<file path="src/rtl/fib_lookup_arb.sv">
// Round-robin arbiter sharing one FIB lookup engine among NUM_PORTS ingress ports.
// One lookup is in flight at a time. A flood result is substituted if the FIB times out.
module fib_lookup_arb #(
    parameter int NUM_PORTS = 4,
    parameter int REQ_W     = 96,
    parameter int TIMEOUT   = 255,
    localparam int SRC_W    = (NUM_PORTS > 1) ? $clog2(NUM_PORTS) : 1
) (
    input  logic                       clk,
    input  logic                       reset,
    input  logic [NUM_PORTS-1:0]       p_srdy,
    input  logic [NUM_PORTS*REQ_W-1:0] p_req,
    output logic [NUM_PORTS-1:0]       p_drdy,
    output logic                       lk_srdy,
    output logic [REQ_W-1:0]           lk_req,
    output logic [SRC_W-1:0]           lk_src,
    input  logic                       lk_drdy,
    input  logic                       lr_srdy,
    input  logic [NUM_PORTS-1:0]       lr_res,
    output logic                       lr_drdy,
    output logic [NUM_PORTS-1:0]       r_srdy,
    output logic [NUM_PORTS-1:0]       r_res,
    input  logic [NUM_PORTS-1:0]       r_drdy,
    output logic                       err_to
);

    typedef enum logic [1:0] {S_IDLE, S_ISSUE, S_WAIT, S_RETURN} state_t;

    state_t               state;
    logic [SRC_W-1:0]     rr_ptr;
    logic [SRC_W-1:0]     grant;
    logic [SRC_W-1:0]     pick;
    logic [SRC_W-1:0]     next_ptr;
    logic                 found;
    logic [15:0]          timer;
    logic [NUM_PORTS-1:0] res_q;
    logic [NUM_PORTS-1:0] grant_mask;
    logic                 timeout_hit;

    // Walk the ports starting at rr_ptr; the first requester found wins.
    always_comb begin
        logic [SRC_W-1:0] idx;
        found = 1'b0;
        pick  = '0;
        idx   = '0;
        for (int i = 0; i < NUM_PORTS; i++) begin
            idx = SRC_W'((int'(rr_ptr) + i) % NUM_PORTS);
            if (!found && p_srdy[idx]) begin
                found = 1'b1;
                pick  = idx;
            end
        end
    end

    assign grant_mask  = {{(NUM_PORTS-1){1'b0}}, 1'b1} << grant;
    assign next_ptr    = (grant == SRC_W'(NUM_PORTS - 1)) ? '0 : grant + SRC_W'(1);
    assign timeout_hit = (timer == 16'(TIMEOUT - 1));

    assign lk_srdy = (state == S_ISSUE);
    assign lk_req  = p_req[grant*REQ_W +: REQ_W];
    assign lk_src  = grant;
    assign p_drdy  = (state == S_ISSUE && lk_drdy) ? grant_mask : '0;
    assign lr_drdy = (state == S_WAIT);
    assign r_srdy  = (state == S_RETURN) ? grant_mask : '0;
    assign r_res   = (state == S_RETURN) ? res_q : '0;
    // A FIB answer arriving on the timeout cycle wins, so it suppresses the error.
    assign err_to  = (state == S_WAIT) && !lr_srdy && timeout_hit;

    always_ff @(posedge clk) begin
        if (!reset) begin
            state  <= S_IDLE;
            rr_ptr <= '0;
            grant  <= '0;
            timer  <= '0;
            res_q  <= '0;
        end else begin
            case (state)
                S_IDLE: begin
                    if (found) begin
                        grant <= pick;
                        state <= S_ISSUE;
                    end
                end
                S_ISSUE: begin
                    if (lk_drdy) begin
                        timer <= '0;
                        state <= S_WAIT;
                    end
                end
                S_WAIT: begin
                    timer <= timer + 16'd1;
                    if (lr_srdy) begin
                        res_q <= lr_res & ~grant_mask;
                        state <= S_RETURN;
                    end else if (timeout_hit) begin
                        res_q <= ~grant_mask;
                        state <= S_RETURN;
                    end
                end
                S_RETURN: begin
                    if (r_drdy[grant]) begin
                        rr_ptr <= next_ptr;
                        state  <= S_IDLE;
                    end
                end
                default: state <= S_IDLE;
            endcase
        end
    end

endmodule

</file>
<file path="config.mk">
export PLATFORM = sky130hd
export DESIGN_NAME = fib_lookup_arb
export DESIGN_NICKNAME = d
export VERILOG_FILES = /design/src/rtl/fib_lookup_arb.sv
export SDC_FILE = /design/constraint.sdc
export NUM_CORES = 1
export LEC_CHECK = 0
export CAP_MARGIN = 20
export CORE_AREA = 2 2 199 201
export DETAILED_ROUTE_END_ITERATION = 12
export DIE_AREA = 0 0 201 203
export GPL_TIMING_DRIVEN = 0
export PLACE_DENSITY = 0.44
export SYNTH_ARGS = -nofsm -noshare
export SYNTH_HDL_FRONTEND = slang
export SYNTH_SLANG_ARGS = --single-unit
</file>
<file path="constraint.sdc">
create_clock -name clk -period 2.4 [get_ports clk]
set_input_delay 0.6 -clock clk [delete_from_list [all_inputs] [get_ports clk]]
set_output_delay 0.6 -clock clk [all_outputs]
set_load 0.03 [all_outputs]
</file>
== Yosys cells after proc, flatten, opt, wreduce, memory -nomap -nowiden ==
Cells that the tools add are included.

* $lt $le $gt $ge: 5
* $mul: 1
* Shifts and indexed selects: 2
* Multiplexer cells: 32
* Reduce and logical (&&, ||, !) cells: 18
* $add $sub $neg: 5
* Bitwise logic cells: 2
* Equality and inequality tests: 9

{| class="wikitable"
|+ Operators with widths
! operator !! number
|-
| 384-bit by 10-bit variable part select with 96-bit output || 1
|-
| 16-bit one-hot mux with 2 select lines || 1
|-
| 2-bit two-way mux || 10
|-
| 4-bit two-way mux || 5
|-
| 16-bit by 1-bit adder with 16-bit output, second input constant || 1
|-
| 16-bit by 8-bit equality test with 1-bit output, second input constant || 1
|-
| 16-bit two-way mux || 1
|-
| 2-bit by 3-bit less-than comparator with 1-bit output, second input constant || 5
|-
| 1-bit binary-select mux with 2-bit select || 5
|-
| 1-bit two-way mux || 9
|-
| 2-bit one-hot mux with 4 select lines || 1
|-
| 2-bit AND reduction || 4
|-
| 2-bit equality test, second input constant || 3
|-
| 1-bit logical AND || 6
|-
| 2-bit by 1-bit adder with 2-bit output, second input constant || 2
|-
| 2-bit adder, second input constant || 2
|-
| 4-bit AND || 1
|-
| 1-bit logical NOT || 4
|-
| 2-bit by 2-bit multiplier with 4-bit output, second input constant || 1
|-
| 2-bit by 1-bit != test with 1-bit output, second input constant || 2
|-
| 4-bit NOT || 1
|-
| 4-bit AND reduction || 1
|-
| 2-bit nonzero test || 2
|-
| 1-bit by 2-bit << shifter with 4-bit output, first input constant || 1
|-
| 4 further kinds || 4
|}

* Input bits: 400
* Bits in registers: 26
* Word-level logic and storage cells: 79
* Output and inout bits: 113

== Logic depth before layout (Yosys ltp) ==
Gate-level depths: netlist of the first run.

* Word-level depth: 14
* Gate-level depth with buffers: 8
* Mapped depth without buffers: 6

== Worst setup path after synthesis of the first run ==
Ideal clock, no wire load.

* Path type: register -> output
* From: reg grant[0] (netlist: lk_src[0])
* To: out lk_req[12]
* Buffers on the path: 3
* Path slack: -143 ps
* Required time: 1,800 ps
* Cell stages (with the launch flop): 5
* Arrival time: 1,943 ps
* Cells stage by stage: dfxtp_1 > buf_2 > buf_2 > buf_4 > mux4_2

* Word-level cells in the longest chain between the ends: 2

{| class="wikitable"
|+ RTL lines
! item !! line !! source
|-
| from (decl) || 31 || <nowiki>logic [SRC_W-1:0] grant;</nowiki>
|-
| from (signal assigned) || 80 || <nowiki>grant <= pick;</nowiki>
|-
| 2-bit by 2-bit multiplier with 4-bit output || 60 || <nowiki>assign lk_req = p_req[grant*REQ_W +: REQ_W];</nowiki>
|-
| 384-bit by 10-bit variable part select with 96-bit output || 60 ||
|-
| to (decl) || 15 || <nowiki>output logic [REQ_W-1:0] lk_req,</nowiki>
|}

Every way passes these cells.

== Worst setup path after layout of the first run ==
* From: reg grant[0] (netlist: lk_src[0])
* To: out lk_req[66]

Same word-level chain as after synthesis.

==> results of run 1 <==
cells in the mapped netlist (5+ instances only):
library cell | instances | area (um2)
nor2_1 | 11 | 41.3
inv_1 | 15 | 56.3
dfxtp_1 | 26 | 521
a21oi_1 | 11 | 55.1
clkbuf_1 | 10 | 37.5
and3_1 | 5 | 31.3
nand3_1 | 7 | 35.0
nand2_1 | 23 | 86.3
mux4_2 | 97 | 2180
xor2_1 | 8 | 70.1
and2_1 | 10 | 62.6
a21boi_0 | 5 | 37.5
mux2i_1 | 5 | 50.1
buf_2 | 13 | 65.1
ha_1 | 10 | 125
registers in the layout, indices dropped and copies added, names as in the netlist:
register  cells
timer        16
res_q         4
lk_src        2
rr_ptr        2
state         2
metrics by stage:
step / cell area [um2] / setup TNS [ns]
final: 10200 / -0.168
after global routing: 10200 / -2.14
after CTS: 9880 / -0.832
after detailed placement: 9620 / -109.64
after global placement: 9620 / -108.97
after floorplan: 3860 / 0
how the worst max path moves through the flow:
stage	end	start	slack [ns]
after floorplan	r_srdy[1]	lk_src[1]$_SDFFE_PN0P_	0.03
final	lk_req[66]	lk_src[0]$_SDFFE_PN0P_	-0.06
after detailed placement	lk_req[69]	lk_src[1]$_SDFFE_PN0P_	-1.40
after global routing	lk_req[66]	lk_src[0]$_SDFFE_PN0P_	-0.11
after global placement	lk_req[69]	lk_src[1]$_SDFFE_PN0P_	-1.38
after CTS	lk_req[69]	lk_src[0]$_SDFFE_PN0P_	-0.17
routing by layer:
layer  wire, um  up-vias  GRT usage (%)  share of wire (%)
met5         73        -              0               0.21
met4        402       12           2.20                1.1
met3       2750       42           5.14                7.8
met2      18600      273           29.7                 53
met1      13500     2649           18.8                 38
li1           -     2357              -                  -
worst max-delay path, stage by stage, from the launching register on:
cell	delay [ns]
dfxtp_4	0.41
buf_12	0.14
bufbuf_16	0.27
buf_4	0.11
mux4_2	0.50
buf_6	0.16
cells by family (layout without fill, tap and decap cells):
family                     after synthesis  in the layout
AOI/OAI and AO/OA                       35             35
xor gates and xnor gates                 8              8
adders and majority gates               10             10
buffers and inverters                   43            577
DFF                                     26             26
muxes                                  103            103
other                                    0              5
and+or+nand+nor                         82             82
area by class of cell:
type	instances	area [um2]	area share (%)
Timing Repair Buffer	531	5330	52.3
Multi-Input combinational cell	238	3140	30.8
Tap cell	518	648	6.35
Sequential cell	26	528	5.18
Buffer	27	375	3.68
Clock buffer	3	75.1	0.736
Inverter	15	56.3	0.552
Clock inverter	1	30.0	0.294
Antenna cell	5	12.5	0.123
power groups by stage:
stage	clock network, W	registers, W	logic (W)
2_1_floorplan	0	0.000512	0.00190
3_3_place_gp	0	0.000508	0.00370
3_5_place_dp	0	0.000508	0.00369
4_1_cts	0.000506	0.000507	0.00385
5_1_grt	0.000523	0.000513	0.00421
6_report	0.000491	0.000507	0.00399
timing repair:
item	CTS	global route
cloned	4	5
setup endpoints to repair	113	71
buffers inserted	9	2
hold endpoints to repair	0	0
resized for setup	661	74
==> run summary, run 1 <==
vias - 5333
Pint - 0.00289 W
min Tclk post-route - 2.46 ns
Max Cap Viol - 0
Synth Area in Compound Gates - 6.07%
Post-synth EDFFs - 0
initial antenna violation count - 19
Logic pwr share - 80.0%
post-route ant nets - 0
Final Max Tran Viols - 0
IO Port Bufs - 511
htree depth - 1
Psw - 0.00209 W
fraction of layout instances using a drive strength above 1 - 31.4%
hold depth - 2
Worst Path Required - 1.80 ns
gr ovfl total - 0
Die ar. - 40800 um2
Static Leak - 3.79 nW
Hold Violations, Final - 0
worst vdd ir - 274 uV
Core Region - 38500 um2
WL/cell - 25.9 um
failing checks - setup timing
Post-Syn Instances - 307
WS Path Type - flop to output port
RR Startpoint - lk_src[0]$_SDFFE_PN0P_
worst skew pair latency - 0.26 ns
clock tree sinks - 26
Post-Synth Adder-Cell Area - 3.25%
FF-to-FF path depth - 6
final wirelength - 35300 um
number of unique standard cell types used by synthesis - 45
status - finished with violations
largest net degree at the start of global routing - 16
multiplexer area fraction after synthesis - 58.4%
Post-Synth XOR/XNOR Area - 1.82%
fin util - 26.5%
Main synth FF type - dfxtp_1
register area share after synthesis - 13.5%
Clock transition at path regs - 0.07 ns
Synth Area in Simple Gates - 11.8%
final setup fails - 11
cell area after synthesis - 3850 um2
Synth Register Bits - 26
Clock power frac - 9.9%
vias in the first global route - 5672
total track usage - 16.2%
DRC - 0
worst reg2reg path endpoint - state[1]$_SDFFE_PN0P_
Final GP Congestion - 0.886
worst path arrival time - 1.86 ns
Die X - 201 um
post-route setup slack - -0.0553 ns
Switching Share - 41.9%
Hold Crit Start - res_q[3]$_SDFFE_PN0P_
synth-to-layout area growth - 165%
max_slew headroom - 54.4%
async set or reset register ratio after synthesis - 0%
row cnt - 72
RSZ-0062 raised after global routing - yes
startpoint types - flop
DPL Wire Length - 30700 um
yosys warns - 0
Iter 0 DRT Violations - 235
CTS Root Cell - clkbuf_16
Final Cycle Share - 102%
measured slew at the worst slew-check pin - 0.677 ns
element type at the critical path end - output port
TritonCTS clock tree - yes
hold_ws - 0.457 ns
hold endpoint - res_q[3]$_SDFFE_PN0P_
# nets final - 1252
Max Clk Rate - 407 MHz
fraction of power consumed by sequential logic - 10.2%
Final Skew - 0.00770 ns
commonest non-fill, non-tap cells in the layout - clkdlybuf4s50_1 (394), mux4_2 (97), buf_6 (55), buf_2 (41), dfxtp_1 (24)
critical-path maximum fanout - 5
IO Pins - 513
HP Class - flop to flop
clk buf depth - 2
setup slack at placement - -1.40 ns
Placed Cells - 1336
Syn Area/Cell - 12.6 um2
Final Total Pwr - 0.00499 W
commonest non-fill, non-tap cell in the layout - clkdlybuf4s50_1
Hold-fix buffers, CTS - 0
Die Y - 203 um
fin cells - 1364
first-pass GRT wire length - 46400 um
synthesized net count - 717
number of fill cells - 4117
initial core utilization - 10.0%
Pwr Density - 489 nW/um2
CTS Buf Count - 3
largest family of logic cells by synthesized area - multiplexers
flop-to-flop setup slack - 0.44 ns
Detailed Routing Iterations Pass 1 - 4
vias per cell - 3.91
Note: power is estimated with default switching activity, not from simulation.
==> run 2: changes to the inputs <==
Settings changed: CTS_CLUSTER_DIAMETER set to 120.
==> results of run 2 <==
No change in the layout: final DEF, timing and power equal those of run 1.
==> run 3: changes to the inputs <==
Settings changed: CAP_MARGIN 20 to not set, GPL_ROUTABILITY_DRIVEN set to 0.
==> results of run 3 <==
No change in the layout: final DEF, timing and power equal those of run 1.
